<file path="config.mk">
export PLATFORM = sky130hd
export DESIGN_NAME = clock_ratio_detector
export DESIGN_NICKNAME = d
export VERILOG_FILES = /design/src/rtl/clock_ratio_detector_pkg.sv /design/src/rtl/clock_edge_sampler.sv /design/src/rtl/clock_ratio_detector.sv
export SDC_FILE = /design/constraint.sdc
export NUM_CORES = 1
export LEC_CHECK = 0
export CAP_MARGIN = 20
export CELL_PAD_IN_SITES_DETAIL_PLACEMENT = 1
export CELL_PAD_IN_SITES_GLOBAL_PLACEMENT = 2
export CORE_ASPECT_RATIO = 1.2
export CORE_UTILIZATION = 30
export CTS_BUF_LIST = sky130_fd_sc_hd__clkbuf_16
export DETAILED_ROUTE_END_ITERATION = 6
export PLACE_DENSITY = 0.68
export SETUP_SLACK_MARGIN = 0.15
export SYNTH_ARGS = -nofsm -noshare
export SYNTH_HDL_FRONTEND = slang
export SYNTH_SLANG_ARGS = --single-unit
</file>
<file path="constraint.sdc">
create_clock -name i_ref_clk -period 2.3 [get_ports i_ref_clk]
set_input_delay 0.345 -clock i_ref_clk [delete_from_list [all_inputs] [get_ports i_ref_clk]]
set_output_delay 0.345 -clock i_ref_clk [all_outputs]
set_load 0.02 [all_outputs]
</file>
<file path="src/rtl/clock_ratio_detector_pkg.sv">
// Shared constants for the divided-clock ratio detector.
package clock_ratio_detector_pkg;

    localparam logic [1:0] IDLE    = 2'd0;
    localparam logic [1:0] MEASURE = 2'd1;
    localparam logic [1:0] LOCKED  = 2'd2;

    // Shortest period that still has both a high and a low phase.
    localparam int MIN_RATIO = 2;

endpackage

</file>
<file path="src/rtl/clock_edge_sampler.sv">
// Two-stage sampler of a reference-synchronous clock with a rising-edge strobe.
module clock_edge_sampler (
    input  logic i_clk,
    input  logic i_rst,
    input  logic i_clr,
    input  logic i_din,
    output logic o_s0,
    output logic o_rise
);

    logic r_s0;
    logic r_s1;

    always_ff @(posedge i_clk or posedge i_rst) begin
        if (i_rst) begin
            r_s0 <= 1'b0;
            r_s1 <= 1'b0;
        end else if (i_clr) begin
            r_s0 <= 1'b0;
            r_s1 <= 1'b0;
        end else begin
            r_s0 <= i_din;
            r_s1 <= r_s0;
        end
    end

    assign o_s0   = r_s0;
    assign o_rise = r_s0 & ~r_s1;

endmodule

</file>
<file path="src/rtl/clock_ratio_detector.sv">
// Recovers period and high-phase length of a divided clock in reference cycles,
// locks after LOCK_CNT identical periods and flags loss of lock or a stopped clock.
module clock_ratio_detector
    import clock_ratio_detector_pkg::*;
#(
    parameter int RATIO_WIDTH = 3,
    parameter int LOCK_CNT    = 2
) (
    input  logic                   i_ref_clk,
    input  logic                   i_rst_n,
    input  logic                   i_en,
    input  logic                   i_div_clk,
    output logic [RATIO_WIDTH-1:0] o_ratio,
    output logic [RATIO_WIDTH-1:0] o_high,
    output logic                   o_odd,
    output logic                   o_valid,
    output logic                   o_err,
    output logic                   o_timeout
);

    localparam int              CW       = RATIO_WIDTH + 1;
    localparam logic [CW-1:0]   CNT_ONE  = CW'(1);
    localparam logic [CW-1:0]   CNT_MAX  = CW'(2**RATIO_WIDTH);
    localparam logic [CW-1:0]   P_MIN    = CW'(MIN_RATIO);
    localparam logic [CW-1:0]   P_MAX    = CW'(2**RATIO_WIDTH - 1);
    localparam logic [2:0]      LOCK_TGT = 3'(LOCK_CNT);

    function automatic logic [CW-1:0] sat_inc(input logic [CW-1:0] v);
        return (v == CNT_MAX) ? v : v + CNT_ONE;
    endfunction

    logic          w_clr;
    logic          w_s0;
    logic          w_rise;
    logic          w_per_ok;
    logic          w_ref_eq;
    logic          w_lock_eq;
    logic          w_cnt_sat;
    logic [2:0]    w_match_nxt;

    logic [CW-1:0]          r_p_cnt;
    logic [CW-1:0]          r_h_cnt;
    logic [1:0]             r_state;
    logic [2:0]             r_match;
    logic [CW-1:0]          r_ref_p;
    logic [CW-1:0]          r_ref_h;
    logic [RATIO_WIDTH-1:0] r_ratio;
    logic [RATIO_WIDTH-1:0] r_high;
    logic                   r_valid;
    logic                   r_err;
    logic                   r_timeout;

    assign w_clr = ~i_en;

    clock_edge_sampler u_sampler (
        .i_clk  (i_ref_clk),
        .i_rst  (i_rst_n),
        .i_clr  (w_clr),
        .i_din  (i_div_clk),
        .o_s0   (w_s0),
        .o_rise (w_rise)
    );

    // Counter values seen together with a rise are the just-finished period.
    always_ff @(posedge i_ref_clk or posedge i_rst_n) begin
        if (i_rst_n) begin
            r_p_cnt <= '0;
            r_h_cnt <= '0;
        end else if (!i_en) begin
            r_p_cnt <= '0;
            r_h_cnt <= '0;
        end else if (w_rise) begin
            r_p_cnt <= CNT_ONE;
            r_h_cnt <= CNT_ONE;
        end else begin
            r_p_cnt <= sat_inc(r_p_cnt);
            if (w_s0) begin
                r_h_cnt <= sat_inc(r_h_cnt);
            end
        end
    end

    assign w_per_ok    = (r_p_cnt >= P_MIN) && (r_p_cnt <= P_MAX);
    assign w_ref_eq    = (r_p_cnt == r_ref_p) && (r_h_cnt == r_ref_h);
    assign w_lock_eq   = (r_p_cnt == {1'b0, r_ratio}) && (r_h_cnt == {1'b0, r_high});
    assign w_cnt_sat   = (r_p_cnt == CNT_MAX);
    assign w_match_nxt = !w_ref_eq ? 3'd1 : ((r_match == 3'd7) ? 3'd7 : r_match + 3'd1);

    always_ff @(posedge i_ref_clk or posedge i_rst_n) begin
        if (i_rst_n) begin
            r_state   <= IDLE;
            r_match   <= '0;
            r_ref_p   <= '0;
            r_ref_h   <= '0;
            r_ratio   <= '0;
            r_high    <= '0;
            r_valid   <= 1'b0;
            r_err     <= 1'b0;
            r_timeout <= 1'b0;
        end else if (!i_en) begin
            r_state   <= IDLE;
            r_match   <= '0;
            r_ref_p   <= '0;
            r_ref_h   <= '0;
            r_ratio   <= '0;
            r_high    <= '0;
            r_valid   <= 1'b0;
            r_err     <= 1'b0;
            r_timeout <= 1'b0;
        end else begin
            r_err <= 1'b0;
            case (r_state)
                IDLE: begin
                    // First rise only opens a period; nothing is measured yet.
                    if (w_rise) begin
                        r_state   <= MEASURE;
                        r_match   <= '0;
                        r_timeout <= 1'b0;
                    end
                end
                MEASURE: begin
                    if (w_rise) begin
                        if (w_per_ok) begin
                            r_ref_p <= r_p_cnt;
                            r_ref_h <= r_h_cnt;
                            r_match <= w_match_nxt;
                            if (w_match_nxt >= LOCK_TGT) begin
                                r_state <= LOCKED;
                                r_ratio <= r_p_cnt[RATIO_WIDTH-1:0];
                                r_high  <= r_h_cnt[RATIO_WIDTH-1:0];
                                r_valid <= 1'b1;
                            end
                        end else begin
                            r_match <= '0;
                        end
                    end else if (w_cnt_sat) begin
                        r_state   <= IDLE;
                        r_timeout <= 1'b1;
                    end
                end
                LOCKED: begin
                    if (w_rise) begin
                        if (!w_lock_eq) begin
                            r_err   <= 1'b1;
                            r_valid <= 1'b0;
                            r_state <= MEASURE;
                            if (w_per_ok) begin
                                r_ref_p <= r_p_cnt;
                                r_ref_h <= r_h_cnt;
                                r_match <= 3'd1;
                            end else begin
                                r_match <= '0;
                            end
                        end
                    end else if (w_cnt_sat) begin
                        r_state   <= IDLE;
                        r_timeout <= 1'b1;
                        r_valid   <= 1'b0;
                        r_err     <= 1'b1;
                    end
                end
                default: r_state <= IDLE;
            endcase
        end
    end

    assign o_ratio   = r_ratio;
    assign o_high    = r_high;
    assign o_odd     = r_ratio[0];
    assign o_valid   = r_valid;
    assign o_err     = r_err;
    assign o_timeout = r_timeout;

endmodule

</file>
==> impl_metrics.yaml, run 1 <==
outcome:
  status: "finished, final reports clean"
logic_synthesis:
  syn-cell-area_sq_um: 2073
  synth_cell_type_count: 47
  synth_common_cells: "dfrtp_1, inv_1, nand2_1, nor2_1"
  avgSynthCellArea_sq_um: 9.214
  synthFlopType: "dfrtp_1"
  ys_warn_count: 0
  syn_nets: 239
  yosysMostFrequentCell: "dfrtp_1"
  yosysSeqAreaShare_pct: 38.62
  ys_ff_latch: 32
  synthTopCellsByArea: "dfrtp_1, ha_1, xor2_1"
  synth_largest_area_cell: "dfrtp_1"
  synth-async-reset-ratio_pct: 100.0
  synth_cells: 225
  synth_edf_count: 0
  synth_top_area_share_pct: 38.62
pwr:
  p_leak_nw: 1.196
  power_density_nw_per_um2: 883.7
  vdd_drop_max_mv: 0.3981
  power_mw: 2.249
sta:
  hold_viol_final: 0
  final_max_slew_viol_count: 0
  worst_pin_slew_ps: 597.5
  setup_tns_ps: 0
  clock_skew_ps: 1.993
  relSlewSlack_pct: 60.16
  final.period_utilization_pct: 86.53
  rsz0062_at_grt: "no"
  fmax_mhz: 502.5
  final-setup-viol-count: 0
  layout_min_cycle_time_ps: 1990
worst_setup_path:
  start_kind: "flop"
  crit_path_end_kind: "flop"
  path_cells: "xor2_1 -> nor4_4 -> a21oi_1 -> nor3_2 -> mux2_1"
  path_delay_family: "simple AND/OR/NAND/NOR gates"
  crit_required_ps: 2460
  critPathMaxStageDelay_ps: 460
  critPathMaxFanout: 5
  r2r_start: "r_h_cnt[0]"
  critPathLaunch: "r_h_cnt[0]"
  cp_slowest_cell: "dfrtp_1"
  critPathKind: "reg -> reg"
  path_buf_inv: 0
  cp.arrival_ps: 2150
global_route:
  grt_start_max_net_pins: 33
  antenna_found_initial: 0
  grt_remaining_overflow: 0
  grt_pass1_vias: 1800
  track_usage_pct: 17.32
  grt_pass1_wl_mm: 9.549
drt:
  drc: 0
  num_vias: 1688
  drt_iter0_markers: 68
  routed_wl_mm: 5.461
  drtAntennaViolNets: 0
  dr.pass1.iters: 4
  viasPerCell: 5.024
  routedWlPerCell_um: 16.25
layout:
  drive_above_1_share_pct: 15.54
  fillerInstances: 775
  synthToLayoutAreaGrowth_pct: 22.75
  nets: 264
  fin_util_pct: 38.76
  num_antenna_cells: 0
  fin_area_sq_um: 2545
clock_network:
  clk_latency_ps: 280
  clockRootBuffer: "clkbuf_16"
  clock_sinks: 32
  cts_hold_buf: 0
  cts.htree.levels: 2
  post-cts-setup-buffer-count: 0
  path_clk_slew_ps: 50
  cts_buffers: 5
  tritoncts: "built"
  clockBufferDepth: 2
floorplan:
  core_area_sq_um: 6566
  die_area_sq_um: 7249
  dieWidth_um: 77.89
  placementRows: 32
  die_h_um: 93.07
  start_util_pct: 31.57
  pin_count: 14
placement:
  place_area_sq_um: 2375
  hpwlAfterDp_mm: 4.144
  gp_congestion: 0.7562
  io_buffer_count: 13
min_path:
  hold_path.class: "in -> async"
flow_run:
  cap_violations: 0
-- final timing paths --
kind / slack (ps) / endpoint / cells past startpoint
max: 310 / r_state[1] / 5
min reg2reg: 510 / o_valid / 2
min in group i_ref_clk: 510 / o_valid / 2
max in group asynchronous: 1510 / o_valid / 3
max reg2reg: 310 / r_state[1] / 5
min: 470 / o_high[0] / 3
-- sequential cells by signal, indices dropped and copies added (netlist names) --
name	count
u_sampler.r_s1	1
o_ratio	3
r_match	3
o_timeout	1
o_err	1
u_sampler.o_s0	1
r_p_cnt	4
o_high	3
r_h_cnt	4
o_valid	1
r_state	2
r_ref_h	4
r_ref_p	4
-- layout make-up --
type                    instances  area, sq um  share of cell area, %
clock buffers                   5        125.1                  4.916
inverters                      23        86.33                  3.392
well taps                      85        106.4                  4.179
repair buffers                 34        287.8                  11.31
flip-flops and latches         32        800.8                  31.47
multi-input cells             154         1100                  43.22
clock inverters                 3        38.79                  1.524
-- cell usage in the layout (no fill, tap or decap), drive strengths merged, types with 5 or more instances in the layout --
| cell type | instances |
|---|---|
| and2 | 7 |
| a21oi | 11 |
| buf | 21 |
| inv | 23 |
| clkdlybuf4s50 | 13 |
| ha | 10 |
| mux2i | 8 |
| nor3 | 5 |
| clkbuf | 5 |
| nand2 | 21 |
| nor2 | 13 |
| nand4 | 5 |
| dfrtp | 32 |
| o21ai | 8 |
| xnor2 | 6 |
| nand2b | 5 |
| xor2 | 11 |
| nor4 | 5 |
-- repair_timing --
| action | in CTS | in global routing |
|---|---|---|
| hold endpoints to repair | 0 | 0 |
| resized for setup | 0 | 2 |
| setup endpoints to repair | 0 | 3 |
-- routing by layer --
metal	routed length [um]	part of all wire [%]	global-route usage (%)
met5	0	0	0
met2	2641	48	28.98
met4	81	1.5	6.481
met3	148	2.7	2.634
met1	2589	47	22.51
-- per-stage QoR --
step	instances	setup slack [ps]	hold slack [ps]
finish	336	309.8	471.2
global route	336	185.1	528.0
CTS	336	253.7	491.4
detailed placement	328	152.4	494.8
global placement	328	199.3	485.8
floorplan	225	409.4	461.2
-- report_power, final --
part / switching (mW) / internal (mW)
combinational: 0.420 / 0.361
clock: 0.245 / 0.505
sequential: 0.0851 / 0.632
-- cell families after synthesis --
logic type,share of synthesized area (%)
compound gates,14.54
xor+xnor,7.182
fa+ha+maj,6.035
buf+inv,8.630
flops,38.62
mux,5.492
simple gates,19.49
-- worst reg2reg max path, cell delays in order (launching register included) --
cell and delay, ps:
dfrtp_1 460, xor2_1 220, nor4_4 440, a21oi_1 140
nor3_2 270, mux2_1 350
Power figures use the tool's default switching activity.
==> run 2, diff against run 1 <==
--- a/config.mk
+++ b/config.mk
@@ -14,6 +14,7 @@
 export DETAILED_ROUTE_END_ITERATION = 6
 export PLACE_DENSITY = 0.68
 export SETUP_SLACK_MARGIN = 0.15
+export SLEW_MARGIN = 20
 export SYNTH_ARGS = -nofsm -noshare
 export SYNTH_HDL_FRONTEND = slang
 export SYNTH_SLANG_ARGS = --single-unit
==> results of run 2 <==
Same layout as run 1: the final DEF is identical, and so are final timing and power.
==> run 3, diff against run 2 <==
--- a/config.mk
+++ b/config.mk
@@ -8,12 +8,13 @@
 export CAP_MARGIN = 20
 export CELL_PAD_IN_SITES_DETAIL_PLACEMENT = 1
 export CELL_PAD_IN_SITES_GLOBAL_PLACEMENT = 2
-export CORE_ASPECT_RATIO = 1.2
+export CORE_ASPECT_RATIO = 0.75
 export CORE_UTILIZATION = 30
 export CTS_BUF_LIST = sky130_fd_sc_hd__clkbuf_16
 export DETAILED_ROUTE_END_ITERATION = 6
 export PLACE_DENSITY = 0.68
 export SETUP_SLACK_MARGIN = 0.15
+export SKIP_CTS_REPAIR_TIMING = 1
 export SLEW_MARGIN = 20
 export SYNTH_ARGS = -nofsm -noshare
 export SYNTH_HDL_FRONTEND = slang
==> impl_metrics.yaml, run 3 (same netlist as run 1, synthesis figures left out) <==
floorplan:
  placementRows: 25
  core_area_sq_um: 6475
  dieWidth_um: 97.99
  pin_count: 14
  die_h_um: 74.00
  die_area_sq_um: 7251
  start_util_pct: 32.02
layout:
  layout_commonest_cell: "dfrtp_1"
  seq_area_sq_um: 802.0
  drive_above_1_share_pct: 15.38
  num_antenna_cells: 0
  fillerInstances: 751
  mostFrequentLayoutCells: "dfrtp_1, inv_1, nand2_1"
  multi_input_area_sq_um: 1097
  fin_area_sq_um: 2494
  synthToLayoutAreaGrowth_pct: 20.28
  nets: 260
sta:
  rsz0062_at_grt: "no"
  hold_viol_final: 0
  fmax_mhz: 513.4
  final_max_slew_viol_count: 0
  setup_tns_ps: 0
  final-setup-viol-count: 0
  layout_min_cycle_time_ps: 1948
  final.period_utilization_pct: 84.69
  clock_skew_ps: 3.506
  worst_pin_slew_ps: 583.6
  relSlewSlack_pct: 61.09
worst_setup_path:
  critPathKind: "reg -> reg"
  crit_path_end_kind: "flop"
  critPathMaxFanout: 8
  crit_required_ps: 2460
  cp.arrival_ps: 2110
  start_kind: "flop"
clock_network:
  clock_sinks: 32
  path_clk_slew_ps: 60
  clockRootBuffer: "clkbuf_16"
  tritoncts: "built"
  clk_latency_ps: 280
  cts.htree.levels: 2
  clockBufferDepth: 2
  cts_buffers: 5
drt:
  viasPerCell: 5.021
  drc: 3
  dr.pass1.iters: 6
  drt_iter0_markers: 49
  num_vias: 1647
  routedWlPerCell_um: 16.29
  routed_wl_mm: 5.343
  drtAntennaViolNets: 0
placement:
  hpwlAfterDp_mm: 4.017
  gp_congestion: 0.7535
  place_area_sq_um: 2340
  io_buffer_count: 13
flow_run:
  cap_violations: 0
min_path:
  hold_path.class: "in -> async"
pwr:
  vdd_drop_max_mv: 0.2694
  p_leak_nw: 1.153
  power_density_nw_per_um2: 859.9
outcome:
  violations: "DRC"
  status: "finished, violations left"
global_route:
  antenna_found_initial: 0
  grt_pass1_wl_mm: 9.170
  grt_pass1_vias: 1738
  grt_remaining_overflow: 0
  track_usage_pct: 16.74
  grt_start_max_net_pins: 33
## run 3: cell type report
cell class              count  area share [%]
multi-input cells         154           44.00
flip-flops and latches     32           32.16
repair buffers             30           10.34
clock buffers               5           5.018
well taps                  81           4.064
inverters                  23           3.462
clock inverters             3          0.9533
## run 3: power breakdown
group	leakage, nW	total [mW]	switching [mW]	internal (mW)
Sequential	0.428	0.715	0.0831	0.632
Combinational	0.659	0.766	0.406	0.360
Clock	0.0660	0.663	0.261	0.402
## run 3: path summary, 6_finish.rpt
path,endpoint,slack [ps],cells past startpoint,start
min in group i_ref_clk,r_ref_p[3],500,1,r_ref_p[3]
worst min register to register,r_ref_p[3],500,1,r_ref_p[3]
max in group asynchronous,r_p_cnt[1],1510,3,i_rst_n
worst max-delay path,r_state[1],350,8,r_state[0]
worst max register to register,r_state[1],350,8,r_state[0]
worst min-delay path,o_high[1],470,3,i_rst_n
## run 3: through the flow
step,setup WS (ps),hold slack (ps),util (%),cells,power [mW]
after CTS,254.0,491.2,38.43,328,2.174
after global placement,226.9,493.6,36.14,320,1.494
after global routing,171.9,523.0,38.51,328,2.287
after floorplan,409.4,461.2,-,225,1.233
final,352.1,465.2,38.51,328,2.144
after detailed placement,192.4,491.6,36.14,320,1.495
## run 3: critical path, stage by stage, from the launching register on
cell,delay (ps)
dfrtp_1,420
inv_1,120
ha_2,300
and2_1,200
nand2_1,60
nor4_1,190
buf_4,170
nor3_2,50
mux2_1,320
## run 3: per-layer routing
metal	vias up	part of all wire (%)	track usage (%)
met2	22	41	25.35
li1	815	-	-
met4	0	0.99	5.051
met5	-	0	0
met3	5	3.2	3.289
met1	805	55	24.30
